### src/rtl/seg_pkg.sv
// Shared definitions for the 4-digit 7-segment display path.
//   AN_*       : active-low one-hot anode patterns, one per digit slot
//   BCD_BLANK  : digit code the segment decoder renders as all segments off
//   conv_state_e : states of the sequential binary-to-BCD conversion
//   dabble_adj : double-dabble nibble correction (+3 when the nibble is >= 5)
package seg_pkg;

    localparam logic [3:0] AN_UNITS  = 4'b1110;
    localparam logic [3:0] AN_TENS   = 4'b1101;
    localparam logic [3:0] AN_HUND   = 4'b1011;
    localparam logic [3:0] AN_THOU   = 4'b0111;

    localparam logic [3:0] BCD_BLANK = 4'hF;

    typedef enum logic [1:0] {
        IDLE,
        SHIFT,
        COMMIT
    } conv_state_e;

    function automatic logic [3:0] dabble_adj(input logic [3:0] nib);
        return (nib >= 4'd5) ? nib + 4'd3 : nib;
    endfunction

endpackage

### src/rtl/bin8_to_bcd_seq.sv
// Sequential double-dabble converter: 8-bit binary to 3 BCD digits.
//   clk_i   : clock, rising edge
//   rst_i   : asynchronous active-high reset
//   start_i : begin a conversion of bin_i (honoured in IDLE and COMMIT only)
//   bin_i   : binary value to convert
//   bcd_o   : {hundreds, tens, units}, valid while valid_o is high
//   valid_o : high for the single COMMIT cycle after the 8th shift
// A start during COMMIT reloads immediately, so back-to-back conversions
// take exactly 9 edges each.
module bin8_to_bcd_seq
    import seg_pkg::*;
(
    input  logic        clk_i,
    input  logic        rst_i,
    input  logic        start_i,
    input  logic [7:0]  bin_i,
    output logic [11:0] bcd_o,
    output logic        valid_o
);

    conv_state_e state_q;
    logic [19:0] sr_q;
    logic [2:0]  cnt_q;
    logic [19:0] sr_adj;

    always_comb begin
        sr_adj = {dabble_adj(sr_q[19:16]), dabble_adj(sr_q[15:12]),
                  dabble_adj(sr_q[11:8]), sr_q[7:0]};
    end

    always_ff @(posedge clk_i or posedge rst_i) begin
        if (rst_i) begin
            state_q <= IDLE;
            sr_q    <= '0;
            cnt_q   <= '0;
        end else begin
            unique case (state_q)
                IDLE: begin
                    if (start_i) begin
                        sr_q    <= {12'h000, bin_i};
                        cnt_q   <= '0;
                        state_q <= SHIFT;
                    end
                end
                SHIFT: begin
                    sr_q  <= {sr_adj[18:0], 1'b0};
                    cnt_q <= cnt_q + 3'd1;
                    if (cnt_q == 3'd7) begin
                        state_q <= COMMIT;
                    end
                end
                COMMIT: begin
                    if (start_i) begin
                        sr_q    <= {12'h000, bin_i};
                        cnt_q   <= '0;
                        state_q <= SHIFT;
                    end else begin
                        state_q <= IDLE;
                    end
                end
                default: state_q <= IDLE;
            endcase
        end
    end

    assign bcd_o   = sr_q[19:8];
    assign valid_o = (state_q == COMMIT);

endmodule

### src/rtl/seg_scan_ctrl.sv
// Display sequencing controller: converts a loaded 8-bit value to BCD,
// applies optional leading-zero blanking and scans the 4 digits.
//   clk    : clock, rising edge
//   rst    : asynchronous active-high reset
//   data   : binary value, sampled on an edge where load=1
//   load   : single-cycle conversion request
//   anodes : active-low one-hot digit select (1110 = units ... 0111 = thousands)
//   digit  : BCD value of the selected digit, 4'hF = blank
//   busy   : conversion running or a value queued
//   done   : one-cycle pulse after new digits are committed
module seg_scan_ctrl
    import seg_pkg::*;
#(
    parameter int unsigned REFRESH_DIV = 50000,
    parameter bit          BLANK_LZ    = 1'b1
) (
    input  logic       clk,
    input  logic       rst,
    input  logic [7:0] data,
    input  logic       load,
    output logic [3:0] anodes,
    output logic [3:0] digit,
    output logic       busy,
    output logic       done
);

    localparam int unsigned CW = $clog2(REFRESH_DIV);

    logic [CW-1:0] refresh_q;
    logic          tick;
    logic [3:0]    anodes_q;
    logic [3:0]    thou_q, hund_q, tens_q, units_q;
    logic [3:0]    hund_d, tens_d, units_d;
    logic          pending_q;
    logic [7:0]    pend_val_q;
    logic          busy_q, busy_d;
    logic          done_q;

    logic          conv_start;
    logic [7:0]    conv_bin;
    logic [11:0]   conv_bcd;
    logic          conv_valid;

    bin8_to_bcd_seq u_bcd (
        .clk_i   (clk),
        .rst_i   (rst),
        .start_i (conv_start),
        .bin_i   (conv_bin),
        .bcd_o   (conv_bcd),
        .valid_o (conv_valid)
    );

    assign tick = (refresh_q == CW'(REFRESH_DIV - 1));

    // A load on the commit edge is the newest value, so it restarts the
    // engine directly instead of sitting in the pending buffer.
    always_comb begin
        conv_start = (load && !busy_q) || (conv_valid && (load || pending_q));
        conv_bin   = load ? data : pend_val_q;
        busy_d     = busy_q;
        if (conv_start) begin
            busy_d = 1'b1;
        end else if (conv_valid) begin
            busy_d = 1'b0;
        end
    end

    // Tens are only blanked when hundreds are blanked too.
    always_comb begin
        units_d = conv_bcd[3:0];
        tens_d  = conv_bcd[7:4];
        hund_d  = conv_bcd[11:8];
        if (BLANK_LZ && conv_bcd[11:8] == 4'd0) begin
            hund_d = BCD_BLANK;
            if (conv_bcd[7:4] == 4'd0) begin
                tens_d = BCD_BLANK;
            end
        end
    end

    always_ff @(posedge clk or posedge rst) begin
        if (rst) begin
            refresh_q <= '0;
            anodes_q  <= AN_UNITS;
        end else begin
            refresh_q <= tick ? '0 : refresh_q + 1'b1;
            if (tick) begin
                anodes_q <= {anodes_q[2:0], anodes_q[3]};
            end
        end
    end

    always_ff @(posedge clk or posedge rst) begin
        if (rst) begin
            pending_q  <= 1'b0;
            pend_val_q <= '0;
            busy_q     <= 1'b0;
            done_q     <= 1'b0;
            thou_q     <= '0;
            hund_q     <= '0;
            tens_q     <= '0;
            units_q    <= '0;
        end else begin
            busy_q <= busy_d;
            done_q <= conv_valid;
            if (conv_valid) begin
                pending_q <= 1'b0;
                thou_q    <= BLANK_LZ ? BCD_BLANK : 4'h0;
                hund_q    <= hund_d;
                tens_q    <= tens_d;
                units_q   <= units_d;
            end else if (load && busy_q) begin
                pending_q  <= 1'b1;
                pend_val_q <= data;
            end
        end
    end

    always_comb begin
        unique case (anodes_q)
            AN_UNITS: digit = units_q;
            AN_TENS:  digit = tens_q;
            AN_HUND:  digit = hund_q;
            AN_THOU:  digit = thou_q;
            default:  digit = BCD_BLANK;
        endcase
    end

    assign anodes = anodes_q;
    assign busy   = busy_q;
    assign done   = done_q;

endmodule
### config.mk
export PLATFORM = sky130hd
export DESIGN_NAME = seg_scan_ctrl
export DESIGN_NICKNAME = d
export VERILOG_FILES = /design/src/rtl/seg_pkg.sv /design/src/rtl/bin8_to_bcd_seq.sv /design/src/rtl/seg_scan_ctrl.sv
export SDC_FILE = /design/constraint.sdc
export NUM_CORES = 1
export LEC_CHECK = 0
export CORE_MARGIN = 2
export CORE_UTILIZATION = 40
export CTS_CLUSTER_SIZE = 25
export DETAILED_ROUTE_END_ITERATION = 10
export HOLD_SLACK_MARGIN = 0.03
export PLACE_DENSITY = 0.59
export SLEW_MARGIN = 20
export SYNTH_ARGS = -nofsm -noshare
export SYNTH_HDL_FRONTEND = slang
export SYNTH_SLANG_ARGS = --single-unit
### constraint.sdc
create_clock -name clk -period 1.8 [get_ports clk]
set_input_delay 0.18 -clock clk [delete_from_list [all_inputs] [get_ports clk]]
set_output_delay 0.18 -clock clk [all_outputs]
set_load 0.05 [all_outputs]
==> results.cfg <==
[sta]
fin_crit_ns = 1.94
maxSlewHeadroom_pct = 67.1
slew_viol_final = 0
hold_slack_ns = 0.178
fin_crit_sh_pct = 108
setup_ws_ns = -0.138
clock-skew-final_ns = 0.00886
rsz0062_at_grt = true
final_hold_viol_count = 0
fmax_mhz = 516
worstMarginPinSlew_ns = 0.492
setup_viol_count_final = 4

[floorplanning]
die_w_um = 95.8
die_h_um = 95.8
ioPinCount = 21
std_cell_rows = 33
coreArea_sq_mm = 0.00818
fp.dieArea_sq_mm = 0.00917
initial_utilization_pct = 41.2

[power]
leakage_uw = 0.00178
p_clk_share_pct = 25.2
seqPwrFrac_pct = 46.1
power.share.switching_pct = 32.8
irDropWorstVdd_uv = 503
power.switching_uw = 1590
comb_power_share_pct = 28.8
p_per_area_mw_per_mm2 = 1200
p_int_uw = 3260

[worst_setup_path]
crit_path_start_kind = flip-flop
end_kind = output pin
worstPathArrival_ns = 1.76
cp-startpoint = anodes[1]
r2r-start = refresh_q[5]
crit_required_ns = 1.62
worstSetupPathType = flip-flop to output pin
cp_max_fo = 8

[grt]
met1_usage_pct = 20.6
busiest_layer = met2
gr-total-overflow = 0
grtUsageTotal_pct = 15.7
grtUsageMet3_pct = 4.78
antenna_found_initial = 0
grt_pass1_wl_um = 11200
grt_max_degree = 32
grt_pass1_vias = 2351
gr-usage-met2_pct = 25.1

[cells_and_area]
final_nets = 375
final_util_pct = 49.3
area_delta_synth_final_pct = 19.6
finalInstanceArea_sq_mm = 0.00403
drive_above_1_share_pct = 19.2
num_antenna_cells = 0

[yosys]
synth_edf_count = 0
syn_inst = 323
async_reset_ff_share_pct = 100
syn_avg_cell_area_sq_um = 10.4
synth.distinct_cells = 39
yosysSeqAreaShare_pct = 51.4
synth-seq-cells = 69
yosysWarningCount = 0
syn_area_sq_mm = 0.00337
synth_nets = 343
synthFlopType = dfrtp_1

[route]
viasPerCell = 5.13
firstDrtPassIters = 4
vias = 2386
dr.first_iter.drc_count = 94
ant_nets = 0
drc_errors = 0
postRouteWirelength_um = 6400
wl_per_cell_um = 13.8

[cts]
htreeDepth = 3
clk_pin_slew_ns = 0.08
cts_tree = done
clock_sinks = 69
clockRootBuffer = clkbuf_8
clock_latency_ns = 0.35
cts_made_buffers = 9
cts_hold_buf = 0
clock_path_buffers = 2

[placed_design]
dp_hpwl_um = 4510
pre_cts_slack_ns = 0.0493
place_area_sq_mm = 0.00379
port-buffer-count = 20
place_congestion = 0.805

[worst_hold_path]
hold_path_class = primary input to asynchronous set/reset pin

[outcome]
violations = negative setup slack
status = finished with violations

[run]
cap_violations = 0
## power groups by stage
stage	clock, uW	combinational (uW)	sequential (uW)
6_report	1220	1400	2240
3_3_place_gp	0	1370	2250
4_1_cts	1270	1420	2240
5_1_grt	1340	1620	2290
2_1_floorplan	0	1110	2170
3_5_place_dp	0	1410	2260
## per-stage QoR
| stage | TNS [ns] | instances | total power, uW |
|---|---|---|---|
| 6_report | -0.535 | 465 | 4860 |
| 5_1_grt | -0.911 | 465 | 5250 |
| 4_1_cts | -0.575 | 465 | 4930 |
| 3_5_place_dp | 0 | 446 | 3670 |
| 3_3_place_gp | 0 | 446 | 3620 |
| 2_1_floorplan | 0 | 323 | 3280 |
## area by class of cell
| cell class | count | area, sq um |
|---|---|---|
| fill | 758 | 4150 |
| clock inverter | 7 | 66.3 |
| timing repair buffer | 34 | 374 |
| clock buffer | 9 | 124 |
| sequential | 69 | 1730 |
| multi-input combinational | 228 | 1550 |
| inverter | 13 | 52.6 |
| tap | 105 | 131 |
## cells in the mapped netlist, types with 4 or more instances
| master | number | share of area (%) |
|---|---|---|
| nor3_1 | 4 | 0.59 |
| nand2b_1 | 8 | 1.5 |
| xnor2_1 | 12 | 3.1 |
| a22oi_1 | 4 | 0.89 |
| mux2_2 | 16 | 5.3 |
| ha_1 | 9 | 3.3 |
| xor2_1 | 6 | 1.6 |
| nand2_1 | 36 | 4.0 |
| mux2_1 | 4 | 1.3 |
| clkbuf_1 | 4 | 0.45 |
| a21oi_1 | 8 | 1.2 |
| a211o_1 | 4 | 1.0 |
| nand3_1 | 16 | 2.4 |
| mux2i_1 | 11 | 3.3 |
| dfrtp_1 | 66 | 49 |
| nand4_1 | 4 | 0.74 |
| nor2_1 | 20 | 2.2 |
| buf_2 | 7 | 1.0 |
| nor2b_1 | 4 | 0.74 |
| inv_1 | 13 | 1.4 |
| o21ai_0 | 33 | 4.9 |
## sequential cells by signal, summed over array words and instances (netlist names)
signal / count
anodes: 4
busy: 1
done: 1
hund_q: 4
pend_val_q: 8
pending_q: 1
refresh_q: 16
tens_q: 4
thou_q: 1
u_bcd.cnt_q: 3
u_bcd.sr_q: 20
u_bcd.state_q: 2
units_q: 4
## cells in the final DEF (no fill, tap or decap), types with 3 or more instances in the layout
cell type / count
a211o_1: 4
a21oi_1: 7
a32o_1: 3
buf_12: 7
buf_4: 15
clkbuf_8: 9
clkdlybuf4s50_1: 11
clkinv_2: 4
dfrtp_1: 65
dfstp_2: 3
ha_1: 9
inv_1: 12
mux2_1: 4
mux2_2: 16
mux2i_1: 11
nand2_1: 36
nand2b_1: 8
nand3_1: 16
nand4_1: 4
nor2_1: 20
nor3_1: 4
nor3b_1: 3
nor4_1: 3
o21ai_0: 33
or3_1: 3
xnor2_1: 12
xor2_1: 6
## worst paths after layout
kind / to / cells after the start / slack (ns)
max: digit[3] / 5 / -0.14
min in group clk: thou_q[0] / 1 / 0.47
max in group asynchronous: anodes[2] / 3 / 1.10
min reg2reg: thou_q[0] / 1 / 0.47
min: pend_val_q[5] / 2 / 0.18
max reg2reg: anodes[0] / 4 / 0.13
## worst max-delay path, stage by stage (launching register included)
cell and delay (ns):
dfstp_2 0.61, nand3b_1 0.09, mux2i_1 0.17, a21oi_2 0.10
a211o_1 0.28, buf_12 0.16
## layer usage
metal,vias up,part of all wire (%)
met5,-,0
met4,0,0.95
met3,6,3.9
met2,31,47
met1,1155,48
li1,1194,-
## cells by family after synthesis
logic type | after synthesis | synth area share (%)
adders and majority gates | 9 | 3.34
xor gates and xnor gates | 18 | 4.68
buffers and inverters | 26 | 3.38
AOI/OAI and AO/OA | 59 | 10.5
and+or+nand+nor | 111 | 16.8
DFF | 69 | 51.4
muxes | 31 | 9.95
## timing repair
item | 4_1_cts | 5_1_grt
buffers inserted | 3 | 0
gates cloned | 0 | 0
setup endpoints to repair | 4 | 4
gates resized for setup | 8 | 1
pin swaps | 7 | 0
(Power assumes the default switching activity.)
